[src/rtl/flag_branch_unit_pkg.sv]
// rtl/flag_branch_unit_pkg.sv - shared types for the flag/branch unit (opcodes, conditions, flags, FSM states)
package flag_branch_unit_pkg;

    localparam int DATA_W = 16;

    typedef enum logic [2:0] {
        OP_ADD    = 3'b000,
        OP_SUB    = 3'b001,
        OP_XOR    = 3'b010,
        OP_RED    = 3'b011,
        OP_SLL    = 3'b100,
        OP_SRA    = 3'b101,
        OP_ROR    = 3'b110,
        OP_PADDSB = 3'b111
    } opcode_e;

    typedef enum logic [2:0] {
        BR_NE  = 3'b000,
        BR_EQ  = 3'b001,
        BR_GT  = 3'b010,
        BR_LT  = 3'b011,
        BR_GTE = 3'b100,
        BR_LTE = 3'b101,
        BR_OV  = 3'b110,
        BR_AL  = 3'b111
    } br_cond_e;

    typedef struct packed {
        logic z;
        logic v;
        logic n;
    } flags_t;

    typedef enum logic [1:0] {
        ST_IDLE = 2'b00,
        ST_HOLD = 2'b01,
        ST_RESP = 2'b10
    } state_e;

endpackage

[src/rtl/flag_branch_unit_br_cond_eval.sv]
// rtl/flag_branch_unit_br_cond_eval.sv - combinational branch condition decode against {Z,V,N}
module br_cond_eval
    import flag_branch_unit_pkg::*;
(
    input  flags_t     flags,
    input  logic [2:0] br_cond,
    output logic       taken
);

    always_comb begin
        taken = 1'b0;
        case (br_cond_e'(br_cond))
            BR_NE:   taken = ~flags.z;
            BR_EQ:   taken = flags.z;
            BR_GT:   taken = ~flags.z & ~flags.n;
            BR_LT:   taken = flags.n;
            BR_GTE:  taken = flags.z | ~flags.n;
            BR_LTE:  taken = flags.z | flags.n;
            BR_OV:   taken = flags.v;
            BR_AL:   taken = 1'b1;
            default: taken = 1'b0;
        endcase
    end

endmodule

[src/rtl/flag_branch_unit.sv]
// rtl/flag_branch_unit.sv - ALU flag register and branch resolution FSM
// FLAG_BYPASS_EN: forward a same-cycle flag write into branch evaluation (no HOLD state).
module flag_branch_unit #(
    parameter int DATA_W = flag_branch_unit_pkg::DATA_W
) (
    input  logic              clk,
    input  logic              rst,
    input  logic              alu_vld,
    input  logic [2:0]        opcode,
    input  logic [DATA_W-1:0] A,
    input  logic [DATA_W-1:0] B,
    input  logic [DATA_W-1:0] result,
    input  logic              flush,
    input  logic              br_vld,
    input  logic [2:0]        br_cond,
    output logic [2:0]        flags,
    output logic              br_busy,
    output logic              br_done,
    output logic              br_taken
);
    import flag_branch_unit_pkg::*;

    localparam int MSB = DATA_W - 1;

    flags_t     flags_q;
    flags_t     flags_nxt;
    flags_t     eval_flags;
    state_e     state;
    logic [2:0] eval_cond;
    logic       flag_wr;
    logic       taken;
    logic       sum_msb;
    logic       diff_msb;

    assign flag_wr  = alu_vld & ~flush;
    // Overflow is judged on the unsaturated result, not on the result input.
    assign sum_msb  = 1'((A + B) >> MSB);
    assign diff_msb = 1'((A - B) >> MSB);

    always_comb begin
        flags_nxt = flags_q;
        if (flag_wr) begin
            case (opcode_e'(opcode))
                OP_ADD: begin
                    flags_nxt.z = (result == '0);
                    flags_nxt.n = result[MSB];
                    flags_nxt.v = (A[MSB] == B[MSB]) && (sum_msb != A[MSB]);
                end
                OP_SUB: begin
                    flags_nxt.z = (result == '0);
                    flags_nxt.n = result[MSB];
                    flags_nxt.v = (A[MSB] != B[MSB]) && (diff_msb != A[MSB]);
                end
                OP_XOR, OP_SLL, OP_SRA, OP_ROR: flags_nxt.z = (result == '0);
                default: ;
            endcase
        end
    end

    always_ff @(posedge clk or posedge rst) begin
        if (rst) flags_q <= '0;
        else     flags_q <= flags_nxt;
    end

`ifdef FLAG_BYPASS_EN
    assign eval_flags = flags_nxt;
    assign eval_cond  = br_cond;
`else
    logic [2:0] cond_q;
    assign eval_flags = flags_q;
    assign eval_cond  = (state == ST_HOLD) ? cond_q : br_cond;
`endif

    br_cond_eval u_br_cond_eval (
        .flags   (eval_flags),
        .br_cond (eval_cond),
        .taken   (taken)
    );

    always_ff @(posedge clk or posedge rst) begin
        if (rst) begin
            state    <= ST_IDLE;
            br_done  <= 1'b0;
            br_taken <= 1'b0;
`ifndef FLAG_BYPASS_EN
            cond_q   <= 3'b000;
`endif
        end else begin
            br_done  <= 1'b0;
            br_taken <= 1'b0;
            if (flush) begin
                state <= ST_IDLE;
            end else begin
                case (state)
                    ST_IDLE: begin
                        if (br_vld) begin
`ifdef FLAG_BYPASS_EN
                            state    <= ST_RESP;
                            br_done  <= 1'b1;
                            br_taken <= taken;
`else
                            cond_q <= br_cond;
                            // A write this cycle would race the capture; wait for it to land.
                            if (flag_wr) begin
                                state <= ST_HOLD;
                            end else begin
                                state    <= ST_RESP;
                                br_done  <= 1'b1;
                                br_taken <= taken;
                            end
`endif
                        end
                    end
                    ST_HOLD: begin
                        state    <= ST_RESP;
                        br_done  <= 1'b1;
                        br_taken <= taken;
                    end
                    ST_RESP: state <= ST_IDLE;
                    default: state <= ST_IDLE;
                endcase
            end
        end
    end

    assign flags   = flags_q;
    assign br_busy = (state != ST_IDLE);

endmodule
[config.mk]
export PLATFORM = sky130hd
export DESIGN_NAME = flag_branch_unit
export DESIGN_NICKNAME = d
export VERILOG_FILES = /design/src/rtl/flag_branch_unit_pkg.sv /design/src/rtl/flag_branch_unit_br_cond_eval.sv /design/src/rtl/flag_branch_unit.sv
export SDC_FILE = /design/constraint.sdc
export NUM_CORES = 1
export LEC_CHECK = 0
export CORE_MARGIN = 2
export CORE_UTILIZATION = 40
export CTS_CLUSTER_SIZE = 30
export DETAILED_ROUTE_END_ITERATION = 6
export GPL_ROUTABILITY_DRIVEN = 1
export HOLD_SLACK_MARGIN = 0.05
export PLACE_DENSITY = 0.86
export SYNTH_ARGS = -nofsm -noshare
export SYNTH_HDL_FRONTEND = slang
export SYNTH_SLANG_ARGS = --single-unit
[constraint.sdc]
create_clock -name clk -period 2.3 [get_ports clk]
set_input_delay 0.23 -clock clk [delete_from_list [all_inputs] [get_ports clk]]
set_output_delay 0.23 -clock clk [all_outputs]
set_load 0.02 [all_outputs]
After elaboration in Yosys (flattened, before gate mapping)
Index checks and enable logic that the tools add are counted.
Storage, ports and cells
  memories: 0
  register bits: 10
  memory bits (read-only): 0
  memory bits (writable): 0
  output and inout bits: 6
  logic and storage cells: 61
  input port bits: 59
  latch bits: 0
Operators by class
  divide/modulo/power cells: 0
  shifts and indexed selects: 0
  multiply operators: 0
  equal/unequal tests: 18
  reduce and logical (&&, ||, !) cells: 12
  order comparisons: 0
  add/sub/neg operators: 2
  muxes and demuxes: 15
  bitwise gates (word level): 7
Operator list (count)
  3-bit == test, second input constant: 7
  16-bit adder: 1
  16-bit zero test: 1
  16-bit subtractor: 1
  3-bit by 2-bit == test with 1-bit output, second input constant: 3
  1-bit one-hot mux with 8 select lines: 1
  2-bit one-hot mux with 2 select lines: 2
  3-bit by 1-bit == test with 1-bit output, second input constant: 2
  3-bit zero test: 2
  1-bit 2-to-1 mux: 6
  2-bit 2-to-1 mux: 3
  6-bit OR reduction: 1
  1-bit one-hot mux with 2 select lines: 2
  2-bit AND reduction: 2
  2-bit nonzero test: 2
  3-bit 2-to-1 mux: 1
  1-bit inequality test: 3
  3-bit inequality test, second input constant: 1
  1-bit inverter: 3
  3-bit AND reduction: 1
  1-bit bitwise AND: 2
  2-bit by 1-bit == test with 1-bit output, second input constant: 1
  1-bit logical AND: 2
  2-bit zero test: 1
  2 further kinds: 3

Longest topological paths before layout
  word-level depth: 8
  depth in mapped cells: 8
  depth with buffers taken out: 8

By module
Synthesis repeated with hierarchy kept, for this count alone.
Second synthesis, totals
  cell total of the unflattened synthesis: 140
  area, all modules: 1237.4 um^2
By module, submodules not included
  flag_branch_unit: times used 1, cells an instance 129, seq. area each 250.2 um^2, area an instance 1161.1 um^2
  br_cond_eval: times used 1, cells an instance 11, seq. area each 0.0 um^2, area an instance 76.3 um^2

Least setup slack after synthesis
Ideal clock, no wire load.
  kind: register -> register
  from: reg state[1]
  to: reg br_taken
  data required time: 2.206 ns
  clock period less this slack: 1.878 ns
  cell stages (with the launch flop): 6
  library setup time: 0.094 ns
  arrival time: 1.785 ns
  buffers on the path: 0
  path slack: 0.422 ns
  cells stage by stage: dfrtp_1 -> nand2b_4 -> mux2i_1 -> mux2_2 -> a221o_1 -> a221oi_2
Between the ends
  cells in the longest elaborated chain, start to end: 8
  elaborated cells between the ends (all ways): 16
  those cells by class: eq/ne: 8; mux: 6; reduce/logical: 2
RTL lines
  start: declaration: RTL line flag_branch_unit.sv:28  | state_e state;
  start signal: assignment: RTL line flag_branch_unit.sv:82  | state <= ST_IDLE;
  start signal: assignment: RTL line flag_branch_unit.sv:92  | state <= ST_IDLE;
  start signal: assignment: RTL line flag_branch_unit.sv:105  | state <= ST_HOLD;
  2-bit by 1-bit == test with 1-bit output: RTL line flag_branch_unit.sv:71, flag_branch_unit.sv:94
  3-bit 2-to-1 mux: RTL line flag_branch_unit.sv:71  | assign eval_cond = (state == ST_HOLD) ? cond_q : br_cond;
  3-bit == test, or another cell as far along: RTL line flag_branch_unit_br_cond_eval.sv:12  | case (br_cond_e'(br_cond))
  1-bit one-hot mux with 8 select lines: RTL line flag_branch_unit_br_cond_eval.sv:12
  1-bit 2-to-1 mux: RTL line flag_branch_unit.sv:104  | if (flag_wr) begin
  1-bit 2-to-1 mux: RTL line flag_branch_unit.sv:96  | if (br_vld) begin
  1-bit one-hot mux with 2 select lines *: RTL line flag_branch_unit.sv:94  | case (state)
  1-bit 2-to-1 mux *: RTL line flag_branch_unit.sv:91  | if (flush) begin
  end signal: assignment: RTL line flag_branch_unit.sv:109  | br_taken <= taken;
  end signal: assignment: RTL line flag_branch_unit.sv:117  | br_taken <= taken;
  end: declaration: RTL line flag_branch_unit.sv:19  | output logic br_taken
Every way passes the cells marked *; elsewhere a longest branch is shown, timed or not.
A chain may end at the register's enable or synchronous reset.

Final worst setup path
  from: in B[8]
  to: reg flags_q, in the netlist flags[1]
Between the ends
  cells in the longest elaborated chain, start to end: 4
  elaborated cells between the ends (all ways): 7
  those cells by class: add/sub: 2; eq/ne: 2; mux: 1; reduce/logical: 2
RTL lines
  start: declaration: RTL line flag_branch_unit.sv:11  | input logic [DATA_W-1:0] B,
  16-bit subtractor / 16-bit adder (equally long branches): RTL line flag_branch_unit.sv:38, flag_branch_unit.sv:37
  1-bit inequality test, on equally long branches: RTL line flag_branch_unit.sv:52, flag_branch_unit.sv:47
  1-bit logical AND, on equally long branches: RTL line flag_branch_unit.sv:52, flag_branch_unit.sv:47
  2-bit one-hot mux with 2 select lines *: RTL line flag_branch_unit.sv:43  | case (opcode_e'(opcode))
  end signal: assignment: RTL line flag_branch_unit.sv:62  | else flags_q <= flags_nxt;
  end: declaration: RTL line flag_branch_unit.sv:25  | flags_t flags_q;
Every way passes the cells marked *; elsewhere a longest branch is shown, timed or not. The select of a mux whose other input is x is not followed.

==> flow_summary.yaml <==
setup_path:
  critPathKind: "input pin to flip-flop"
  end_kind: "flip-flop"
  reg2reg_depth: 6
  critical_path_required_ps: 2500
  critPathMaxFanout: 4
  worstPathArrival_ps: 2160
  startpoint_type: "input pin"
  crit_start: "B[8]"
  r2r_start: "state[1]$_DFFE_PP0P_"
  r2r_slack_ps: 380
  timing.rr.end: "br_taken$_DFF_PP0_"
place:
  place.gp.congestion: 0.844
  pre_cts_ws_ps: 85.3
  dpl.cell_count: 258
  post-dp-hpwl_mm: 2.62
  port-buffer-count: 64
yosys:
  seq_area_frac_synth_pct: 19.9
  ys_ff_latch: 10
  synth.top_cell.area_share_pct: 27.8
  synth_top_area_cell: "ha_1"
  netlist_area_um2: 1260
  syn_inst: 148
  syn_avg_cell_area_um2: 8.50
  synth_warnings: 0
  ys_types: 33
  synth_nets: 235
  synth.area.top_cells: "ha_1 (28%), dfrtp_1 (20%), inv_1 (6.6%)"
pwr:
  ir_drop_uv: 133
  p_comb_share_pct: 49.7
  p_per_area_nw_per_um2: 337
  seq_power_share_pct: 33.0
  power_uw: 671
  p_sw_share_pct: 31.9
  p_switching_uw: 214
  cellLeakagePower_uw: 0.000905
  p_clk_share_pct: 17.3
  p_int_uw: 457
sta:
  final-setup-viol-count: 0
  fmax_mhz: 508
  report.final.slew_viol_count: 0
  finClkSkew_ps: 0.449
  hold_viol: 0
  worst_pin_slew_ps: 385
  period_share_pct: 85.6
  setup_slack_ps: 332
  setup_tns_ps: 0
  relSlewSlack_pct: 74.1
  fin_crit_ps: 1970
  rsz0062_at_grt: "false"
route:
  vias: 1298
  dr.pass1.iters: 4
  routed_wl_mm: 2.98
  wl_per_cell_um: 11.4
  drtAntennaViolNets: 0
  vias_per_cell: 4.97
  drcViolationCount: 0
  drt_iter0_markers: 21
layout:
  layout_commonest_cell: "clkdlybuf4s50_1"
  final_cell_mix: "clkdlybuf4s50_1 (64), ha_1 (28), inv_1 (22)"
  antenna_cells: 0
  nets: 306
  ff_latch_area_um2: 250
  fin_util_pct: 65.8
  drive_above_1_share_pct: 6.45
  final_cells: 261
  areaGrowthSynthToFinish_pct: 58.3
  fill_cells: 266
  multi_input_area_um2: 926
die:
  ios: 65
  initial_core_util_pct: 41.6
  die-area_um2: 3610
  chipHeight_um: 60.1
  row_count: 20
  die_w_um: 60.1
  core_area_um2: 3030
global_route:
  grt_pass1_vias: 1260
  antenna_found_initial: 0
  grt.overflow.total: 0
  grt_use_total_pct: 17.6
  grt_pass1_wl_mm: 4.91
  grt_max_degree: 11
clock_network:
  cts_sinks: 10
  htree_num_levels: 1
  worstSkewPairLatency_ps: 260
  ctsHoldBuffers: 0
  cts_resized: 0
  postCtsSetupBuffers: 0
  clk_pin_slew_ps: 60
  cts_buffers: 3
  root_buffer: "clkbuf_4"
  cts_buffer_depth: 2
  cts_tree: "yes"
worst_hold_path:
  hp-class: "input pin to asynchronous set/reset pin"
flow_run:
  drv_cap: 0
outcome:
  status: "finished clean"
==> layout make-up <==
cell class	instances	area share (%)
Sequential cell	10	12.6
Inverter	22	4.15
Clock buffer	3	1.13
Timing Repair Buffer	66	32.9
Multi-Input combinational cell	116	46.5
Tap cell	44	2.76
==> through the flow <==
| stage | area, µm² | hold WS (ps) |
|---|---|---|
| global route | 1990 | 296 |
| global placement | 1970 | 488 |
| floorplan | 1260 | 70.2 |
| detailed placement | 1970 | 503 |
| CTS | 1990 | 259 |
| finish | 1990 | 252 |
==> power by group through the flow <==
| stage | clock [µW] | sequential [µW] | combinational (µW) |
|---|---|---|---|
| final | 116 | 221 | 334 |
| after global routing | 129 | 224 | 370 |
| after CTS | 117 | 221 | 335 |
| after detailed placement | 0 | 225 | 333 |
| after global placement | 0 | 223 | 326 |
| after floorplan | 0 | 235 | 146 |
==> worst max-delay path, cell delays in order <==
cell	delay (ps)
clkdlybuf4s50_1	470
inv_1	40
ha_1	330
nand2b_1	120
a221o_1	130
a21oi_1	60
o21a_1	170
or4_1	510
nand3_1	90
==> per-layer routing <==
layer | global-route usage [%] | routed length, µm | up-vias
met5 | 0 | 0 | -
met4 | 2.86 | 10 | 0
met3 | 3.90 | 177 | 4
met2 | 34.8 | 1560 | 43
met1 | 18.9 | 1230 | 576
li1 | - | - | 675
==> registers in the layout, summed over array words and instances (netlist names) <==
register,count
flags,3
br_taken,1
state,2
br_done,1
cond_q,3
==> synthesized netlist by cell type, drive strengths merged <==
cell and n:
and4 2, nor2 6, o21bai 2, mux2i 4, o31a 1, o31ai 1
nor4b 1, nand3 2, ha 28, nand2b 6, nand2 10, a221o 2
a221oi 2, nand4 1, or2 1, nor3 5, or4 1, inv 22
nor4 7, o21a 1, a21o 1, nand3b 1, mux2 5, o21ai 9
a211oi 1, o311ai 1, dfrtp 10, a21oi 13, and2 1, nor2b 1
==> cells by family after synthesis <==
family                     count (synthesis)  synth area share [%]
and+or+nand+nor                           45                  19.9
AOI/OAI and AO/OA                         34                  17.2
adders and majority gates                 28                  27.8
buffers and inverters                     22                  6.56
DFF                                       10                  19.9
muxes                                      9                  8.65
==> how the worst max path moves through the flow <==
stage | to | cells after the start
2_1_floorplan | br_taken$_DFF_PP0_ | 5
3_3_place_gp | flags[1]$_DFFE_PP0P_ | 9
3_5_place_dp | flags[1]$_DFFE_PP0P_ | 9
4_1_cts | flags[1]$_DFFE_PP0P_ | 9
5_1_grt | flags[1]$_DFFE_PP0P_ | 9
6_report | flags[1]$_DFFE_PP0P_ | 9
Power figures use the tool's default switching activity.
